## config.mk

```make
export PLATFORM = sky130hd
export DESIGN_NAME = lsu_arbiter
export DESIGN_NICKNAME = d
export VERILOG_FILES = /design/src/rtl/lsu_arb_pkg.sv /design/src/rtl/lsu_arbiter_rr_arb2.sv /design/src/rtl/lsu_arbiter.sv
export SDC_FILE = /design/constraint.sdc
export NUM_CORES = 1
export LEC_CHECK = 0
export ABC_AREA = 1
export ABC_CLOCK_PERIOD_IN_PS = 2600
export BUFFER_PORTS_ARGS = -buffer_cell sky130_fd_sc_hd__buf_2
export CORE_AREA = 4 4 120 122
export CTS_CLUSTER_SIZE = 40
export DETAILED_ROUTE_END_ITERATION = 6
export DIE_AREA = 0 0 124 126
export PLACE_DENSITY_LB_ADDON = 0.1
export RECOVER_POWER = 25
export REMOVE_ABC_BUFFERS = 1
export SETUP_SLACK_MARGIN = 0.02
export SYNTH_ARGS = -nofsm -noshare
export SYNTH_HDL_FRONTEND = slang
export SYNTH_HIERARCHICAL = 1
export SYNTH_SLANG_ARGS = --single-unit
```

## constraint.sdc

```tcl
create_clock -name clk_i -period 2.6 [get_ports clk_i]
set_clock_uncertainty 0.15 [all_clocks]
set_input_delay 0.78 -clock clk_i [delete_from_list [all_inputs] [get_ports clk_i]]
set_output_delay 0.78 -clock clk_i [all_outputs]
set_load 0.02 [all_outputs]
```

## src/rtl/lsu_arb_pkg.sv

```systemverilog
// Shared types, funct3 encodings and the access-legality check used by the LSU arbiter.
package lsu_arb_pkg;

  typedef enum logic [1:0] {
    IDLE   = 2'd0,
    ACCESS = 2'd1,
    RESP   = 2'd2
  } state_e;

  localparam logic [2:0] F3_B  = 3'b000;
  localparam logic [2:0] F3_H  = 3'b001;
  localparam logic [2:0] F3_W  = 3'b010;
  localparam logic [2:0] F3_BU = 3'b100;
  localparam logic [2:0] F3_HU = 3'b101;

  // Stores only have signed widths; loads add the two unsigned variants.
  function automatic logic is_access_err(input logic       we,
                                         input logic [2:0] funct3,
                                         input logic [1:0] addr_lo);
    logic bad_f3;
    logic misal;
    if (we) bad_f3 = !(funct3 inside {F3_B, F3_H, F3_W});
    else    bad_f3 = !(funct3 inside {F3_B, F3_H, F3_W, F3_BU, F3_HU});
    misal = ((funct3[1:0] == 2'b10) && (addr_lo != 2'b00)) ||
            ((funct3[1:0] == 2'b01) && addr_lo[0]);
    return bad_f3 | misal;
  endfunction

endpackage

```

## src/rtl/lsu_arbiter_rr_arb2.sv

```systemverilog
// Two-way winner picker: round-robin via a priority flop, or fixed priority to requester 0.
module rr_arb2 #(
  parameter int FIXED_PRIO = 0
) (
  input  logic       clk_i,
  input  logic       rst_ni,
  input  logic [1:0] req_i,
  input  logic       accept_i,
  output logic       winner_o,
  output logic       any_req_o
);

  logic r_prio;

  always_comb begin
    any_req_o = |req_i;
    if (req_i == 2'b11) winner_o = (FIXED_PRIO != 0) ? 1'b0 : r_prio;
    else                winner_o = req_i[1];
  end

  always_ff @(posedge clk_i or negedge rst_ni) begin
    if (!rst_ni)                             r_prio <= 1'b0;
    else if ((FIXED_PRIO == 0) && accept_i)  r_prio <= ~winner_o;
  end

endmodule

```

## src/rtl/lsu_arbiter.sv

```systemverilog
// Two-requester front end for the shared LSU: grant, one-cycle LSU access, registered response.
//
// state  | meaning
// IDLE   | no transaction in flight
// ACCESS | LSU driven from the latched request
// RESP   | response presented to the owner; a new request may be accepted
module lsu_arbiter
  import lsu_arb_pkg::*;
#(
  parameter int FIXED_PRIO = 0,
  parameter int ADDR_W     = 32
) (
  input  logic              clk_i,
  input  logic              rst_ni,
  input  logic              m0_req_i,
  input  logic              m0_we_i,
  input  logic [2:0]        m0_funct3_i,
  input  logic [ADDR_W-1:0] m0_addr_i,
  input  logic [31:0]       m0_wdata_i,
  output logic              m0_gnt_o,
  output logic              m0_rvalid_o,
  output logic              m0_err_o,
  output logic [31:0]       m0_rdata_o,
  input  logic              m1_req_i,
  input  logic              m1_we_i,
  input  logic [2:0]        m1_funct3_i,
  input  logic [ADDR_W-1:0] m1_addr_i,
  input  logic [31:0]       m1_wdata_i,
  output logic              m1_gnt_o,
  output logic              m1_rvalid_o,
  output logic              m1_err_o,
  output logic [31:0]       m1_rdata_o,
  output logic              lsu_wren_o,
  output logic [2:0]        lsu_funct3_o,
  output logic [ADDR_W-1:0] lsu_addr_o,
  output logic [31:0]       lsu_st_data_o,
  input  logic [31:0]       lsu_ld_data_i
);

  state_e            r_state, w_state_nxt;
  logic              r_owner, r_we, r_err;
  logic [2:0]        r_f3;
  logic [ADDR_W-1:0] r_addr;
  logic [31:0]       r_wdata, r_rdata;
  logic              w_winner, w_any_req, w_accept, w_err_det, w_resp;

  rr_arb2 #(.FIXED_PRIO(FIXED_PRIO)) u_arb (
    .clk_i     (clk_i),
    .rst_ni    (rst_ni),
    .req_i     ({m1_req_i, m0_req_i}),
    .accept_i  (w_accept),
    .winner_o  (w_winner),
    .any_req_o (w_any_req)
  );

  assign w_err_det = is_access_err(r_we, r_f3, r_addr[1:0]);

  always_comb begin
    w_state_nxt = IDLE;
    w_accept    = 1'b0;
    case (r_state)
      IDLE, RESP: begin
        w_accept    = w_any_req;
        w_state_nxt = w_any_req ? ACCESS : IDLE;
      end
      ACCESS:  w_state_nxt = RESP;
      default: w_state_nxt = IDLE;
    endcase
  end

  always_ff @(posedge clk_i or negedge rst_ni) begin
    if (!rst_ni) r_state <= IDLE;
    else         r_state <= w_state_nxt;
  end

  always_ff @(posedge clk_i or negedge rst_ni) begin
    if (!rst_ni) begin
      r_owner <= 1'b0;
      r_we    <= 1'b0;
      r_f3    <= 3'b000;
      r_addr  <= '0;
      r_wdata <= 32'h0;
      r_err   <= 1'b0;
      r_rdata <= 32'h0;
    end else begin
      if (w_accept) begin
        r_owner <= w_winner;
        r_we    <= w_winner ? m1_we_i     : m0_we_i;
        r_f3    <= w_winner ? m1_funct3_i : m0_funct3_i;
        r_addr  <= w_winner ? m1_addr_i   : m0_addr_i;
        r_wdata <= w_winner ? m1_wdata_i  : m0_wdata_i;
      end
      if (r_state == ACCESS) begin
        r_err   <= w_err_det;
        r_rdata <= (!r_we && !w_err_det) ? lsu_ld_data_i : 32'h0;
      end
    end
  end

  assign m0_gnt_o = w_accept & ~w_winner;
  assign m1_gnt_o = w_accept &  w_winner;

  assign w_resp      = (r_state == RESP);
  assign m0_rvalid_o = w_resp & ~r_owner;
  assign m1_rvalid_o = w_resp &  r_owner;
  assign m0_err_o    = m0_rvalid_o & r_err;
  assign m1_err_o    = m1_rvalid_o & r_err;
  assign m0_rdata_o  = m0_rvalid_o ? r_rdata : 32'h0;
  assign m1_rdata_o  = m1_rvalid_o ? r_rdata : 32'h0;

  // LSU fields stay on the latched values so the address is stable between accesses.
  assign lsu_wren_o    = (r_state == ACCESS) & r_we & ~w_err_det;
  assign lsu_funct3_o  = r_f3;
  assign lsu_addr_o    = r_addr;
  assign lsu_st_data_o = r_wdata;

endmodule

```

Yosys cells after proc, flatten, opt, wreduce, memory -nomap -nowiden. Cells that the tools add are included.

Bits of input ports: 172. Bits in registers: 105. Output and inout bits: 138. Logic and storage cells: 57.

Eq/ne operators: 9. Reductions and logical operators: 15. Mux-type cells: 12. Bitwise logic cells: 12.

Operator list (count): $mux 32 (5); $and 1x1->1 (8); $eq 2x2->1 const B (3); $eq 3x3->1 const B (2); $mux 1 (5); $reduce_bool 5->1 (1); $eq 2x1->1 const B (2); $logic_not 1->1 (4); $pmux 2 s2 (1); $reduce_or 2->1 (2); $eq 3x1->1 const B (1); $eq 3x2->1 const B (1); $logic_and 1x1->1 (3); $logic_not 3->1 (1); $mux 3 (1); $not 1->1 (3); $reduce_bool 3->1 (1); $logic_not 2->1 (1); $reduce_bool 2->1 (1); $logic_or 1x1->1 (1); $or 1x1->1 (1).

Logic depth before layout (Yosys ltp). Gate-level depths: netlist of run 1.

Depth in word-level cells: 8. Gate-level depth with buffers: 10. Gate-level depth less buffers: 8.

Modules after synthesis. Netlist of run 1, hierarchy kept.

By module, submodules not included: lsu_arbiter (seq. area each 2602.5 um^2, cells an instance 700, times used 1, area an instance 5023.6 um^2); rr_arb2 (seq. area each 25.0 um^2, cells an instance 9, times used 1, area an instance 60.1 um^2).

Worst setup path before layout of run 1. Ideal clock, no wire load.

Path type: in2out. From: input port m1_req_i. To: output port m0_gnt_o. Buffers on the path: 1. Stages on the path: 4. Arrival time: 1.478 ns. Path slack: 0.192 ns. Required time: 1.670 ns. Cells stage by stage: or2_2 nand2_2 nor2_2 buf_2.

Word-level cells in the longest chain between the ends: 4. Elaborated cells between the ends (all ways): 6. Those cells by class: 1 x eq/ne; 2 x mux; 2 x bitwise; 1 x reduce/logical.

RTL lines: start: declaration (RTL line lsu_arbiter.sv:24) `input logic m1_req_i,`; $eq 2x2->1 (RTL line lsu_arbiter_rr_arb2.sv:17) `if (req_i == 2'b11) winner_o = (FIXED_PRIO != 0) ? 1'b0 : r_prio;`; $mux 1 (RTL line lsu_arbiter_rr_arb2.sv:17); $not 1->1 (RTL line lsu_arbiter.sv:100) `assign m0_gnt_o = w_accept & ~w_winner;`; $and 1x1->1 * (RTL line lsu_arbiter.sv:100); end: declaration (RTL line lsu_arbiter.sv:20) `output logic m0_gnt_o,`.

Mark *: on every way between the ends. The rest lies on a longest branch, timed or not.

Worst setup path after layout of run 1.
From: input port m1_req_i. To: output port m0_gnt_o.

Elaborated cells between the ends (all ways): 6. Those cells by class: 1 x eq/ne; 2 x mux; 2 x bitwise; 1 x reduce/logical.

RTL lines: $reduce_or 2->1 (RTL line lsu_arbiter_rr_arb2.sv:16) `any_req_o = |req_i;`; net w_any_req (RTL line lsu_arbiter.sv:45) `logic w_winner, w_any_req, w_accept, w_err_det, w_resp;`; $mux 1 (RTL line lsu_arbiter.sv:61) `case (r_state)`; $and 1x1->1 (RTL line lsu_arbiter.sv:100).

The timed path passes the listed nets, and every way through them passes these cells.

==> results of run 1 <==
## per-stage QoR
step / total power, mW / hold slack, ns / TNS, ns
2_1_floorplan: 3.299 / 0.2991 / -62.23
3_3_place_gp: 4.081 / 0.3123 / 0
3_5_place_dp: 4.085 / 0.3154 / 0
4_1_cts: 5.715 / 0.1060 / 0
5_1_grt: 5.994 / 0.2283 / 0
6_report: 5.643 / 0.2123 / 0
## layout make-up
type                       count  area share
timing repair buffer         321      0.2334
tap                          176     0.03075
inverter                      75     0.03932
multi-input combinational    489      0.2792
sequential                   105      0.3669
antenna                        2   0.0006989
clock buffer                  12     0.03582
clock inverter                 4     0.01380
## metal layers
layer / vias up / track usage / part of all wire / wire (microns)
li1: 2717 / - / - / -
met1: 2429 / 0.2628 / 0.40 / 6825
met2: 214 / 0.3500 / 0.49 / 8337
met3: 16 / 0.06278 / 0.097 / 1653
met4: 2 / 0.06443 / 0.011 / 192
met5: - / 0 / 0.00047 / 8
## cells in the final DEF, fill, tap and decap left out, types with 3 or more instances in the layout
master and count:
inv_2 3, clkbuf_16 9, nand2_1 277, buf_2 308
buf_4 6, buf_12 3, nor2_1 101, inv_1 72
nand3_1 101, bufinv_16 3, dfrtp_1 105
## logic make-up after synthesis
family / Yosys count / share of synthesized area
AOI/OAI and AO/OA: 3 / 0.003444
buffers and inverters: 115 / 0.09180
DFF: 105 / 0.5169
and+or+nand+nor: 486 / 0.3879
## power by group
part | switching (mW) | internal [mW] | total [mW]
Clock | 0.611 | 0.998 | 1.61
Combinational | 1.20 | 0.598 | 1.80
Sequential | 0.216 | 2.02 | 2.24
Total | 2.03 | 3.62 | 5.64
## worst max-delay path, stage by stage
cell and delay [ns]:
buf_2 0.10, or2_2 0.29, nand2_2 0.17, nor2_4 0.08, buf_2 0.17
## how the worst min path moves through the flow
stage	startpoint	end
2_1_floorplan	r_rdata[0]	r_rdata[0]
3_3_place_gp	r_rdata[30]	r_rdata[30]
3_5_place_dp	r_rdata[25]	r_rdata[25]
4_1_cts	rst_ni	r_rdata[10]
5_1_grt	rst_ni	r_rdata[10]
6_report	rst_ni	r_rdata[10]
## flip-flops by register name (all words and copies together), names as in the netlist
signal and flops:
lsu_addr_o 32, lsu_funct3_o 3, lsu_st_data_o 32, r_err 1, r_owner 1, r_rdata 32
r_state 2, r_we 1, u_arb/r_prio 1
## synth_stat cells
cell	n
a21oi_1	1
buf_2	19
buf_4	3
clkbuf_1	18
dfrtp_1	105
inv_1	72
inv_2	3
nand2_1	277
nand2_2	1
nand3_1	102
nor2_1	101
nor2_2	2
nor2_4	1
o211ai_1	1
o21ai_0	1
or2_0	1
or2_2	1
==> reports/results.tsv, run 1 <==
stage	metric	value	unit
outcome	status	finished, final reports clean	
critical_path	setup slack, reg-to-reg	0.98	ns
global_routing	largest net degree at the start of global routing	70	
cells_and_area	P&R area growth vs syn	40.86	%
pwr	cell area power density	788.1	mW/mm^2
sta	Slew Limit Fails	0	
floorplanning	Die Span Y	126	microns
critical_path	Startpoint Class	input pin	
synthesis	synth warn	6	
cells_and_area	filler instances	1367	
pwr	P_leak	4.227	nW
floorplanning	Die ar.	0.01562	sq mm
critical_path	Crit Path Max Fanout	3	
sta	# setup viols final	0	
routing	post-route ant nets	0	
critical_path	CP Data Required Time	1.67	ns
cells_and_area	share of cells above drive strength 1	0.3419	
clocking	Num CTS Buffers	9	
clocking	post-CTS sizing	1	
cells_and_area	Layout Nets	1173	
sta	final worst path period share	0.9714	
clocking	CTS root buf	clkbuf_16	
sta	final hold violations	0	
placed_design	placed cells	1166	
routing	DR vias	5378	
worst_hold_path	Hold WC Path Type	in2async	
synthesis	post-synthesis sequential area ratio	0.5169	
routing	Remaining DRCs	0	
cells_and_area	fin cells	1184	
global_routing	total gr overflow	0	
critical_path	crit end category	primary output	
placed_design	final RePlAce weighted congestion	0.8352	
routing	routed len/inst	14.37	microns
clocking	CTS max path bufs	2	
clocking	Clock Sinks	105	
synthesis	Gate Count Post-Synth	709	
critical_path	Crit Path Class	in2out	
cells_and_area	Design Area, Final	0.007161	sq mm
sta	final setup margin	0.07428	ns
floorplanning	Die X	124	microns
critical_path	Critical Path End	m0_gnt_o	
synthesis	synthesized cell area	0.005084	sq mm
cells_and_area	register area	0.002628	sq mm
cells_and_area	Multi-input gate area	0.001999	sq mm
floorplanning	Rows	42	
critical_path	reg-to-reg critical path startpoint	u_arb/r_prio	
floorplanning	Boundary Pins	310	
routing	routed wire length	17020	microns
routing	drt first pass iters	4	
critical_path	worst r2r path cells	8	
synthesis	Distinct cells, synth	17	
critical_path	CP startpoint	m1_req_i	
pwr	worst vdd ir	314.9	uV
routing	DR iter-0 viols	329	
synthesis	Yosys top cell area share	0.5169	
placed_design	pre-CTS WS	0.07180	ns
floorplanning	Initial Util	0.3854	
sta	min Tclk post-route	2.526	ns
clocking	Max H-tree Level	3	
run	reported max-cap violation count	0	
clocking	Hold-fix buffers, CTS	0	
placed_design	Port-buffer cells	309	
global_routing	vias in the first global route	5073	
synthesis	area leader, netlist	dfrtp_1	
clocking	Post-CTS Setup Bufs	0	
sta	Fmax	395.9	MHz
global_routing	GR Util All Layers	0.2104	
clocking	clk slew on worst S/H paths	0.07	ns
synthesis	top cells by area, synth	dfrtp_1 (52%), nand2_1 (20%), nand3_1 (10%)	
global_routing	initial antenna violation count	3	
cells_and_area	Core Util, Final	0.5429	
synthesis	syn_area_per_cell	7.170	sq um
sta	Slew Limit Headroom	0.1213	
placed_design	dpl hpwl	12180	microns
clocking	TritonCTS clock tree	done	
critical_path	Reg2Reg Capture Point	lsu_st_data_o[5]	
global_routing	first-pass GRT wire length	26030	microns
critical_path	crit path DAT	1.60	ns
sta	worst-margin pin slew	1.318	ns
synthesis	FF+latch count, synth	105	
routing	Via-to-Cell Ratio	4.542	
sta	RSZ-0062 raised after global routing	false	
clocking	Clock Latency Late Sink	0.34	ns
floorplanning	core area	0.01319	sq mm
placed_design	Area after DPL	0.006825	sq mm
No activity file was read; power rests on OpenSTA's default activity.
==> run 2: changes to the inputs <==
--- a/config.mk
+++ b/config.mk
@@ -8,10 +8,11 @@
 export ABC_AREA = 1
 export ABC_CLOCK_PERIOD_IN_PS = 2600
 export BUFFER_PORTS_ARGS = -buffer_cell sky130_fd_sc_hd__buf_2
-export CORE_AREA = 4 4 120 122
+export CORE_ASPECT_RATIO = 0.7
+export CORE_MARGIN = 4
+export CORE_UTILIZATION = 44
 export CTS_CLUSTER_SIZE = 40
 export DETAILED_ROUTE_END_ITERATION = 6
-export DIE_AREA = 0 0 124 126
 export PLACE_DENSITY_LB_ADDON = 0.1
 export RECOVER_POWER = 25
 export REMOVE_ABC_BUFFERS = 1
==> reports/results.tsv, run 2 (same netlist as run 1, synthesis figures left out) <==
stage	metric	value	unit	change
outcome	status	finished, final reports clean		
global_routing	total gr overflow	0		unchanged
critical_path	Startpoint Class	input pin		
sta	Min Hold Slack	0.3315	ns	+0.1192 ns
cells_and_area	register area	0.002628	sq mm	unchanged
cells_and_area	# diodes	0		-2
routing	Remaining DRCs	0		unchanged
pwr	worst vdd ir	387.1	uV	+23%
pwr	P_leak	4.206	nW	-0.50%
clocking	clk slew on worst S/H paths	0.06	ns	about the same
floorplanning	core area	0.01113	sq mm	-16%
sta	# setup viols final	0		unchanged
sta	Fmax	403.0	MHz	+1.8%
placed_design	dpl hpwl	11380	microns	-6.6%
sta	final hold violations	0		unchanged
placed_design	pre-CTS WS	0.04424	ns	-0.02756 ns
clocking	post-CTS sizing	0		-1
global_routing	initial antenna violation count	0		-3
floorplanning	Die Span Y	97.93	microns	-22%
cells_and_area	commonest non-fill, non-tap cells in the layout	buf_2 (308), nand2_1 (277), dfrtp_1 (105), nand3_1 (102), nor2_1 (101)		
clocking	Max H-tree Level	3		unchanged
cells_and_area	filler instances	1084		-21%
global_routing	vias in the first global route	4910		-3.2%
routing	DR iter-0 viols	359		+9.1%
pwr	cell area power density	785.7	mW/mm^2	-0.30%
routing	Via-to-Cell Ratio	4.603		+1.3%
clocking	CTS root buf	clkbuf_16		
sta	final worst path period share	0.9544		-0.01702
placed_design	final RePlAce weighted congestion	0.8445		+1.1%
clocking	Hold-fix buffers, CTS	0		unchanged
sta	RSZ-0062 raised after global routing	false		
clocking	Num CTS Buffers	9		unchanged
placed_design	Port-buffer cells	309		unchanged
cells_and_area	share of cells above drive strength 1	0.3413		-0.0006548
routing	drt first pass iters	5		+1
global_routing	first-pass GRT wire length	25020	microns	-3.9%
pwr	Total Power	5.556	mW	-1.5%
clocking	Post-CTS Setup Bufs	0		unchanged
clocking	CTS max path bufs	2		unchanged
cells_and_area	commonest non-fill, non-tap cell in the layout	buf_2		
sta	Slew Limit Fails	0		unchanged
floorplanning	Rows	32		-24%
sta	final setup margin	0.1185	ns	+0.04426 ns
cells_and_area	Layout Nets	1172		-0.085%
worst_hold_path	Hold WC Path Type	reg2reg		
routing	post-route ant nets	0		unchanged
run	reported max-cap violation count	0		unchanged
clocking	TritonCTS clock tree	done		
sta	Slew Limit Headroom	0.05781		-0.06349
cells_and_area	P&R area growth vs syn	39.11	%	
critical_path	Crit Path Class	in2out		
routing	DR vias	5330		-0.89%
critical_path	CP Data Required Time	1.67	ns	about the same
critical_path	Crit Path Max Fanout	4		+1
critical_path	crit end category	primary output		
floorplanning	Initial Util	0.4567		+0.07131
global_routing	largest net degree at the start of global routing	106		+51%
floorplanning	Die X	136.5	microns	+10%
global_routing	GR Util All Layers	0.2343		+0.02382
floorplanning	Boundary Pins	310		unchanged
cells_and_area	Multi-input gate area	0.001994	sq mm	-0.25%
sta	min Tclk post-route	2.481	ns	-0.04426 ns
clocking	Clock Sinks	105		unchanged
cells_and_area	Design Area, Final	0.007072	sq mm	-1.2%
sta	setup tns final	0	ns	unchanged
routing	routed len/inst	13.68	microns	-4.8%
floorplanning	Die ar.	0.01336	sq mm	-14%
sta	worst-margin pin slew	1.413	ns	+0.09523 ns
critical_path	crit path DAT	1.55	ns	-0.05 ns
placed_design	Area after DPL	0.006739	sq mm	-1.3%
routing	routed wire length	15840	microns	-6.9%
clocking	Clock Latency Late Sink	0.34	ns	about the same
run 2: power by group:
group	internal, mW	switching [mW]	leakage [nW]
clock	0.966	0.584	0.166
combinational	0.585	1.18	2.72
sequential	2.02	0.221	1.32
run 2: area by class of cell:
cell class | instances | share of cell area
flip-flops and latches | 105 | 0.3716
inverters | 75 | 0.03981
multi-input cells | 489 | 0.2820
well taps | 153 | 0.02707
clock buffers | 11 | 0.03432
clock inverters | 5 | 0.01451
repair buffers | 320 | 0.2307
run 2: metal layers:
layer,up-vias,track usage,share of wire
li1,2715,-,-
met1,2398,0.3107,0.42
met2,197,0.3830,0.48
met3,20,0.05767,0.079
met4,0,0.06662,0.017
met5,-,0,0
run 2: critical path: stages:
cell and delay (ns):
buf_2 0.10, or2_2 0.29, nand2_2 0.14, nor2_4 0.06, buf_2 0.17
run 2: path summary, 6_finish.rpt:
kind | startpoint | end | slack (ns) | depth (start not counted)
worst min register to register | r_rdata[28] | r_rdata[28] | 0.33 | 2
min in group asynchronous | rst_ni | r_rdata[0] | 0.77 | 2
worst min-delay path | r_rdata[28] | r_rdata[28] | 0.33 | 2
worst max-delay path | m1_req_i | m0_gnt_o | 0.12 | 5
worst max register to register | u_arb/r_prio | lsu_funct3_o[1] | 0.70 | 9
max in group asynchronous | rst_ni | lsu_addr_o[11] | 0.68 | 2
run 2: through the flow:
stage | std cells | utilization
2_1_floorplan | 669 | -
3_3_place_gp | 1142 | 0.6054
3_5_place_dp | 1142 | 0.6054
4_1_cts | 1158 | 0.6365
5_1_grt | 1158 | 0.6353
6_report | 1158 | 0.6353
